==> config.mk <==
export PLATFORM = sky130hd
export DESIGN_NAME = swd_transaction
export DESIGN_NICKNAME = d
export VERILOG_FILES = /design/src/rtl/swd_transaction.sv
export SDC_FILE = /design/constraint.sdc
export NUM_CORES = 1
export LEC_CHECK = 0
export ABC_CLOCK_PERIOD_IN_PS = 5100
export CAP_MARGIN = 20
export CORE_MARGIN = 2
export CORE_UTILIZATION = 54
export CTS_CLUSTER_DIAMETER = 40
export DETAILED_ROUTE_END_ITERATION = 7
export MAX_ROUTING_LAYER = met4
export PLACE_DENSITY = 0.89
export SLEW_MARGIN = 15
export SYNTH_ARGS = -nofsm -noshare
export SYNTH_HDL_FRONTEND = slang
export SYNTH_SLANG_ARGS = --single-unit
==> constraint.sdc <==
create_clock -name clk -period 5.1 [get_ports clk]
set_clock_uncertainty 0.15 [all_clocks]
set_input_delay 0.765 -clock clk [delete_from_list [all_inputs] [get_ports clk]]
set_output_delay 0.765 -clock clk [all_outputs]
set_load 0.005 [all_outputs]
==> src/rtl/swd_transaction.sv <==
// SWD transaction sequencer: runs one DP/AP access through the bit engine
// (header, ACK, data, trailing idle) with WAIT retry and request timeout.
module swd_transaction #(
    parameter int unsigned MAX_RETRIES = 8,
    parameter int unsigned IDLE_CYCLES = 8,
    parameter int unsigned REQ_TIMEOUT = 1023
) (
    input  logic        clk,
    input  logic        rst_n,
    input  logic [5:0]  speedDivisor,
    input  logic        cmd_valid,
    output logic        cmd_ready,
    input  logic        cmd_apndp,
    input  logic        cmd_rnw,
    input  logic [1:0]  cmd_addr,
    input  logic [31:0] cmd_wdata,
    output logic        rsp_valid,
    output logic [1:0]  rsp_status,
    output logic [2:0]  rsp_ack,
    output logic [31:0] rsp_rdata,
    output logic        rsp_perr,
    output logic        rsp_timeout,
    output logic [4:0]  bits,
    output logic        useParity,
    output logic        txReq,
    output logic        rxReq,
    output logic [31:0] dataToSWD,
    input  logic [31:0] dataFromSWD,
    input  logic        parityGood,
    input  logic        busy
);

    localparam int unsigned CW = 16;
    localparam int unsigned RW = (MAX_RETRIES < 1) ? 1 : $clog2(MAX_RETRIES + 1);

    typedef enum logic [2:0] {
        ST_IDLE, ST_HDR, ST_ACK, ST_RD, ST_WR, ST_TRAIL, ST_DONE
    } state_t;

    typedef enum logic [1:0] {
        PH_GAP, PH_REQ, PH_RUN
    } phase_t;

    state_t        state_q, state_d;
    phase_t        phase_q, phase_d;
    logic [CW-1:0] cnt_q, cnt_d;
    logic [RW-1:0] retries_q, retries_d;

    logic        apndp_q, apndp_d;
    logic        rnw_q, rnw_d;
    logic [1:0]  addr_q, addr_d;
    logic [31:0] wdata_q, wdata_d;

    logic [1:0]  status_q, status_d;
    logic [2:0]  ack_q, ack_d;
    logic [31:0] rdata_q, rdata_d;
    logic        perr_q, perr_d;
    logic        timeout_q, timeout_d;

    logic [1:0]  rsp_status_q;
    logic [2:0]  rsp_ack_q;
    logic [31:0] rsp_rdata_q;
    logic        rsp_perr_q;
    logic        rsp_timeout_q;

    logic          ph_tx;
    logic          in_phase;
    logic          load_rsp;
    logic          hdr_par;
    logic [CW-1:0] gap_last;
    logic [CW-1:0] to_last;

    // Engine needs req low for 4*(div+1)+4 clocks; counter runs 0..gap-1.
    assign gap_last = {{(CW-8){1'b0}}, speedDivisor, 2'b00} + CW'(7);
    assign to_last  = CW'(REQ_TIMEOUT - 1);
    assign hdr_par  = apndp_q ^ rnw_q ^ addr_q[0] ^ addr_q[1];
    assign in_phase = (state_q != ST_IDLE) && (state_q != ST_DONE);

    assign cmd_ready   = (state_q == ST_IDLE);
    assign rsp_valid   = (state_q == ST_DONE);
    assign rsp_status  = rsp_status_q;
    assign rsp_ack     = rsp_ack_q;
    assign rsp_rdata   = rsp_rdata_q;
    assign rsp_perr    = rsp_perr_q;
    assign rsp_timeout = rsp_timeout_q;

    // Engine-facing setup depends only on the main state, so it cannot move while a req is high.
    always_comb begin
        ph_tx     = 1'b1;
        bits      = '0;
        useParity = 1'b0;
        dataToSWD = '0;
        case (state_q)
            ST_HDR: begin
                bits      = 5'd7;
                dataToSWD = {24'h0, 1'b1, 1'b0, hdr_par, addr_q[1], addr_q[0], rnw_q, apndp_q, 1'b1};
            end
            ST_ACK: begin
                ph_tx = 1'b0;
                bits  = 5'd2;
            end
            ST_RD: begin
                ph_tx     = 1'b0;
                bits      = 5'd31;
                useParity = 1'b1;
            end
            ST_WR: begin
                bits      = 5'd31;
                useParity = 1'b1;
                dataToSWD = wdata_q;
            end
            ST_TRAIL: bits = 5'(IDLE_CYCLES - 1);
            default: ;
        endcase
        txReq = in_phase && (phase_q == PH_REQ) && ph_tx;
        rxReq = in_phase && (phase_q == PH_REQ) && !ph_tx;
    end

    always_comb begin
        state_d   = state_q;
        phase_d   = phase_q;
        cnt_d     = cnt_q;
        retries_d = retries_q;
        apndp_d   = apndp_q;
        rnw_d     = rnw_q;
        addr_d    = addr_q;
        wdata_d   = wdata_q;
        status_d  = status_q;
        ack_d     = ack_q;
        rdata_d   = rdata_q;
        perr_d    = perr_q;
        timeout_d = timeout_q;
        case (state_q)
            ST_IDLE: begin
                if (cmd_valid) begin
                    state_d   = ST_HDR;
                    phase_d   = PH_GAP;
                    cnt_d     = '0;
                    retries_d = '0;
                    apndp_d   = cmd_apndp;
                    rnw_d     = cmd_rnw;
                    addr_d    = cmd_addr;
                    wdata_d   = cmd_wdata;
                    status_d  = '0;
                    ack_d     = '0;
                    rdata_d   = '0;
                    perr_d    = 1'b0;
                    timeout_d = 1'b0;
                end
            end
            ST_DONE: state_d = ST_IDLE;
            default: begin
                case (phase_q)
                    PH_GAP: begin
                        if (cnt_q == gap_last) begin
                            phase_d = PH_REQ;
                            cnt_d   = '0;
                        end else begin
                            cnt_d = cnt_q + CW'(1);
                        end
                    end
                    PH_REQ: begin
                        if (busy) begin
                            phase_d = PH_RUN;
                        end else if (cnt_q == to_last) begin
                            timeout_d = 1'b1;
                            status_d  = 2'd3;
                            state_d   = ST_DONE;
                        end else begin
                            cnt_d = cnt_q + CW'(1);
                        end
                    end
                    default: begin
                        if (!busy) begin
                            phase_d = PH_GAP;
                            cnt_d   = '0;
                            case (state_q)
                                ST_HDR: state_d = ST_ACK;
                                ST_ACK: begin
                                    ack_d = dataFromSWD[2:0];
                                    case (dataFromSWD[2:0])
                                        3'b001: state_d = rnw_q ? ST_RD : ST_WR;
                                        3'b010: begin
                                            if (retries_q < RW'(MAX_RETRIES)) begin
                                                retries_d = retries_q + RW'(1);
                                                state_d   = ST_HDR;
                                            end else begin
                                                status_d = 2'd1;
                                                state_d  = ST_DONE;
                                            end
                                        end
                                        3'b100: begin
                                            status_d = 2'd2;
                                            state_d  = ST_DONE;
                                        end
                                        default: begin
                                            status_d = 2'd3;
                                            state_d  = ST_DONE;
                                        end
                                    endcase
                                end
                                ST_RD: begin
                                    rdata_d  = dataFromSWD;
                                    perr_d   = !parityGood;
                                    status_d = parityGood ? 2'd0 : 2'd3;
                                    state_d  = (parityGood && IDLE_CYCLES != 0) ? ST_TRAIL : ST_DONE;
                                end
                                ST_WR: begin
                                    status_d = 2'd0;
                                    state_d  = (IDLE_CYCLES != 0) ? ST_TRAIL : ST_DONE;
                                end
                                default: state_d = ST_DONE;
                            endcase
                        end
                    end
                endcase
            end
        endcase
    end

    assign load_rsp = (state_d == ST_DONE) && (state_q != ST_DONE);

    always_ff @(posedge clk or negedge rst_n) begin
        if (!rst_n) begin
            state_q       <= ST_IDLE;
            phase_q       <= PH_GAP;
            cnt_q         <= '0;
            retries_q     <= '0;
            apndp_q       <= 1'b0;
            rnw_q         <= 1'b0;
            addr_q        <= '0;
            wdata_q       <= '0;
            status_q      <= '0;
            ack_q         <= '0;
            rdata_q       <= '0;
            perr_q        <= 1'b0;
            timeout_q     <= 1'b0;
            rsp_status_q  <= '0;
            rsp_ack_q     <= '0;
            rsp_rdata_q   <= '0;
            rsp_perr_q    <= 1'b0;
            rsp_timeout_q <= 1'b0;
        end else begin
            state_q   <= state_d;
            phase_q   <= phase_d;
            cnt_q     <= cnt_d;
            retries_q <= retries_d;
            apndp_q   <= apndp_d;
            rnw_q     <= rnw_d;
            addr_q    <= addr_d;
            wdata_q   <= wdata_d;
            status_q  <= status_d;
            ack_q     <= ack_d;
            rdata_q   <= rdata_d;
            perr_q    <= perr_d;
            timeout_q <= timeout_d;
            if (load_rsp) begin
                rsp_status_q  <= status_d;
                rsp_ack_q     <= ack_d;
                rsp_rdata_q   <= rdata_d;
                rsp_perr_q    <= perr_d;
                rsp_timeout_q <= timeout_d;
            end
        end
    end

endmodule
Yosys cells after proc, flatten, opt, wreduce, memory -nomap -nowiden
Index checks and enable logic that the tools add are counted.
Widths: inputs -> output; s select.
{"block": "totals", "reg_bits": 139, "elab_cells": 134}
{"block": "classes", "add_sub_neg": 3, "n_lt_le_gt_ge": 1, "n_eq_ne": 23, "mux": 65, "bitwise": 4, "reduce_logical": 20}
{"operator": "$mux 32", "count": 4}
{"operator": "$pmux 32 s2", "count": 2}
{"operator": "$mux 16", "count": 5}
{"operator": "$pmux 16 s2", "count": 2}
{"operator": "$mux 3", "count": 10}
{"operator": "$mux 4", "count": 6}
{"operator": "$pmux 3 s2", "count": 4}
{"operator": "$mux 2", "count": 11}
{"operator": "$add 16x1->16 const B", "count": 1}
{"operator": "$eq 16x10->1 const B", "count": 1}
{"operator": "$eq 16x9->1", "count": 1}
{"operator": "$pmux 2 s2", "count": 4}
{"operator": "$eq 3x3->1 const B", "count": 5}
{"operator": "$ne 3x3->1 const B", "count": 5}
{"operator": "$pmux 5 s3", "count": 1}
{"operator": "$pmux 2 s3", "count": 2}
{"operator": "$pmux 3 s4", "count": 1}
{"operator": "$mux 1", "count": 10}
{"operator": "$reduce_and 5->1", "count": 2}
{"operator": "$add 8x3->9 const B", "count": 1}
{"operator": "$eq 3x2->1 const B", "count": 3}
{"operator": "$pmux 4 s2", "count": 1}
{"operator": "$reduce_or 2->1", "count": 4}
{"operator": "$reduce_and 7->1", "count": 1}
{"operator": "18 further kinds", "count": 29}

Longest topological paths before layout
{"block": "depth", "word_depth": 9, "ltp_mapped": 10, "depth_no_buf": 8}

Worst setup path after synthesis
OpenSTA, ideal clock, no wires.
{"block": "synth_timing", "kind": "input to register", "start": "in speedDivisor[0]", "end": "reg cnt_q[6]", "setup_ns": 0.149, "t_arrival_ns": 2.567, "required_time_ns": 4.801, "setup_slack_ns": 2.234, "cell_stages": 8, "n_path_buf": 1, "cell_sequence": "ha_1 -> xnor2_1 -> nand4_1 -> a2111oi_0 -> a31o_2 -> or2_2 -> buf_2 -> o311ai_0"}
{"block": "synth_via", "elab_chain_len": 5}
{"element": "start: declaration", "line": "10", "rtl": "input logic [5:0] speedDivisor,"}
{"element": "$add 8x3->9", "line": "74", "rtl": "assign gap_last = {{(CW-8){1'b0}}, speedDivisor, 2'b00} + CW'(7);"}
{"element": "$eq 16x9->1", "line": "155", "rtl": "if (cnt_q == gap_last) begin"}
{"element": "$mux 16", "line": "155"}
{"element": "$pmux 16 s2", "line": "153", "rtl": "case (phase_q)"}
{"element": "$pmux 16 s2", "line": "133", "rtl": "case (state_q)"}
{"element": "end signal: assignment", "line": "246", "rtl": "cnt_q <= cnt_d;"}
{"element": "end: declaration", "line": "46", "rtl": "logic [CW-1:0] cnt_q, cnt_d;"}
No other way between the ends.
A chain may end at the register's enable or synchronous reset.

Worst setup path after layout
{"block": "layout_timing", "start": "in busy", "end": "reg rsp_rdata_q[5], in the netlist rsp_rdata[5]"}
{"block": "layout_via", "elab_chain_len": 5, "elab_cells_between_ends": 9, "cone_classes": "1 x eq/ne; 7 x mux; 1 x reduce/logical"}
{"element": "start: declaration", "line": "30", "rtl": "input logic busy"}
{"element": "$mux 3 (on tied branches)", "line": "174, 163"}
{"element": "$pmux 3 s2", "line": "153"}
{"element": "$pmux 3 s2", "line": "133"}
{"element": "$eq 3x3->1", "line": "221", "rtl": "assign load_rsp = (state_d == ST_DONE) && (state_q != ST_DONE);"}
{"element": "$logic_and 1x1->1", "line": "221"}
{"element": "end signal: assignment", "line": "260", "rtl": "rsp_rdata_q <= rdata_d;"}
{"element": "end: declaration", "line": "62", "rtl": "logic [31:0] rsp_rdata_q;"}
Parallel ways exist; a longest one is shown, timed or not.

==> flow_metrics.env <==
export IMPL_cp_num_buf_inv=2
export IMPL_period_needed_ns=3.72
export IMPL_clkSinkCount=139
export IMPL_yosys_warnings=0
export IMPL_vdd_drop_max_uv=212
export IMPL_synth_edf_count=0
export IMPL_drive_gt1_share_pct=11.3
export IMPL_tns_ns=0
export IMPL_syn_cell_area_um2=6630
export IMPL_holdCritPathClass="primary input to async pin"
export IMPL_numCtsBuffers=17
export IMPL_slew_headroom_pct=45.8
export IMPL_setup_viol=0
export IMPL_synth_seq_cells=139
export IMPL_routabilityCongestion=0.902
export IMPL_rows=40
export IMPL_ctsRootBufferMaster="clkbuf_16"
export IMPL_h_tree_depth=4
export IMPL_drt_iter0_drc=457
export IMPL_clkTransAtPathRegs_ns=0.06
export IMPL_start_util_pct=55.2
export IMPL_clockBufferDepth=2
export IMPL_fmax_mhz=269
export IMPL_grt_setup_unrepaired="false"
export IMPL_r2r_start="phase_q[1]"
export IMPL_wl_per_cell_um=16.6
export IMPL_core_um2=12000
export IMPL_r2r_cells=7
export IMPL_netlist_area_leader_share_pct=52.5
export IMPL_grt_pass1_vias=5760
export IMPL_synth_seq_area_share_pct=52.5
export IMPL_final_nets=927
export IMPL_antenna_cells=0
export IMPL_cp_required_ns=5.24
export IMPL_power_density_nw_per_um2=385
export IMPL_grt_max_degree=91
export IMPL_yosysMostFrequentCell="nand2_1"
export IMPL_crit_type="primary input to flop"
export IMPL_status="finished, final reports clean"
export IMPL_synth_top_area_cell="dfrtp_1"
export IMPL_finalHoldViolCount=0
export IMPL_syn_area_per_cell_um2=9.40
export IMPL_clock_latency_ns=0.41
export IMPL_die_area_um2=13200
export IMPL_slew_violations=0
export IMPL_antenna_found_initial=0
export IMPL_grtUsageTotal_pct=27.1
export IMPL_worst_pin_slew_ns=0.813
export IMPL_synth_main_ff_cell="dfrtp_1"
export IMPL_die_w_um=115
export IMPL_routed_wl_mm=16.7
export IMPL_cpMaxStageDelayCell="nor3_1"
export IMPL_synth_cell_types=57
export IMPL_vias=5638
export IMPL_syn_inst=705
export IMPL_first_pass_iters=5
export IMPL_endpoint_kind="flop"
export IMPL_post_dp_hpwl_mm=11.1
export IMPL_gr_total_overflow=0
export IMPL_ios=160
export IMPL_r2r_setup_slack_ns=1.81
export IMPL_power_leakage_nw=4.03
export IMPL_syn_to_final_growth_pct=33.7
export IMPL_cts_resized_gates=0
export IMPL_port_buffers=159
export IMPL_post_cts_setup_buffers=0
export IMPL_drtAntennaViolNets=0
export IMPL_async_flop_share_pct=100
export IMPL_tritoncts="built"
export IMPL_critPathMaxStageDelay_ns=0.61
export IMPL_die_h_um=115
export IMPL_cp_start_kind="primary input"
export IMPL_synth_area_leaders="dfrtp_1 53%, nand2_1 12%, mux2_2 4.9%"
export IMPL_critPathMaxFanout=39
export IMPL_r2r_end="rsp_rdata[5]"
export IMPL_finalCritPeriodShare_pct=72.9
export IMPL_total_power_mw=3.41
export IMPL_synthTopCellsByCount="219 x nand2_1, 139 x dfrtp_1, 48 x o21ai_0"
export IMPL_vias_per_cell=5.62
export IMPL_crit_arrival_ns=3.86
export IMPL_holdBufCountCts=0
export IMPL_grt_pass1_wl_mm=27.4
export IMPL_drc_errors=0
export IMPL_max_cap_violations=0
export IMPL_crit_family="simple AND/OR/NAND/NOR gates"
export IMPL_syn_num_nets=788
export IMPL_worstPathCellList="clkdlybuf4s50_1, nand2b_1, nor3_1, o21ai_0, o211a_1, nand4_2, buf_4, mux2_2"
cell type report:
type | count | area, um2
tap | 147 | 184
clock inverter | 15 | 134
inverter | 7 | 26.3
multi-input combinational | 512 | 2930
fill | 849 | 3160
timing repair buffer | 167 | 1670
sequential | 139 | 3480
clock buffer | 17 | 425
flip-flops by register name, indices dropped and copies added, names as in the netlist:
register and flops:
rdata_q 32, rsp_rdata 32, wdata_q 32, cnt_q 16
retries_q 4, ack_q 3, rsp_ack 3, state_q 3
addr_q 2, phase_q 2, rsp_status 2, status_q 2
apndp_q 1, perr_q 1, rnw_q 1, rsp_perr 1
rsp_timeout 1, timeout_q 1
metal layers:
metal  share of wire [%]  global-route usage (%)  up-vias
met2                  52                    44.3      193
met1                  41                    34.0     2763
li1                    -                       -     2648
met3                 5.1                    5.17       34
met4                 2.2                    9.48        0
met5                   0                       -        -
where the power goes:
part / total, mW / leakage [nW] / switching [mW] / internal (mW)
Clock: 1.15 / 0.265 / 0.510 / 0.640
Combinational: 0.794 / 1.89 / 0.414 / 0.380
Sequential: 1.46 / 1.87 / 0.176 / 1.29
Total: 3.41 / 4.03 / 1.10 / 2.31
logic make-up (layout without fill, tap and decap cells):
logic type	after synthesis	count (layout)	share of synthesized area, %
buffers and inverters	54	206	3.47
adders and majority gates	4	4	0.755
DFF	139	139	52.5
AOI/OAI and AO/OA	109	109	10.3
xor gates and xnor gates	13	13	1.72
muxes	41	41	7.50
and+or+nand+nor	345	345	23.7
how the worst max path moves through the flow:
stage               endpoint  slack (ns)  cells after the start       startpoint
2_1_floorplan       cnt_q[6]        2.23                      8  speedDivisor[0]
3_3_place_gp   rsp_rdata[11]        1.25                      8             busy
3_5_place_dp    rsp_rdata[5]        1.17                      8             busy
4_1_cts         rsp_rdata[5]        1.46                      8             busy
5_1_grt         rsp_rdata[5]        1.17                      8             busy
6_report        rsp_rdata[5]        1.38                      8             busy
cells in the final DEF (no fill, tap or decap), types with 6 or more instances in the layout:
master / instances
nor2_1: 23
o311ai_0: 6
nor3_1: 11
inv_1: 7
a21oi_1: 15
buf_4: 7
o31ai_1: 7
and2_1: 26
clkbuf_16: 17
mux2_4: 10
nand3_1: 19
o21ai_0: 48
or2_2: 7
nand2_1: 219
dfrtp_1: 139
mux2_2: 29
nand2b_1: 8
clkdlybuf4s50_1: 158
xnor2_1: 8
through the flow:
stage,worst slack (ns),instances,hold WS (ns),instance area [um2],utilization (%)
after floorplan,2.23,705,0.287,6630,-
after global placement,1.25,971,0.301,8270,68.8
after detailed placement,1.17,971,0.308,8270,68.8
after CTS,1.46,1003,0.295,8830,73.5
after global routing,1.17,1004,0.329,8850,73.7
final,1.38,1004,0.247,8850,73.7
(Power assumes the default switching activity.)
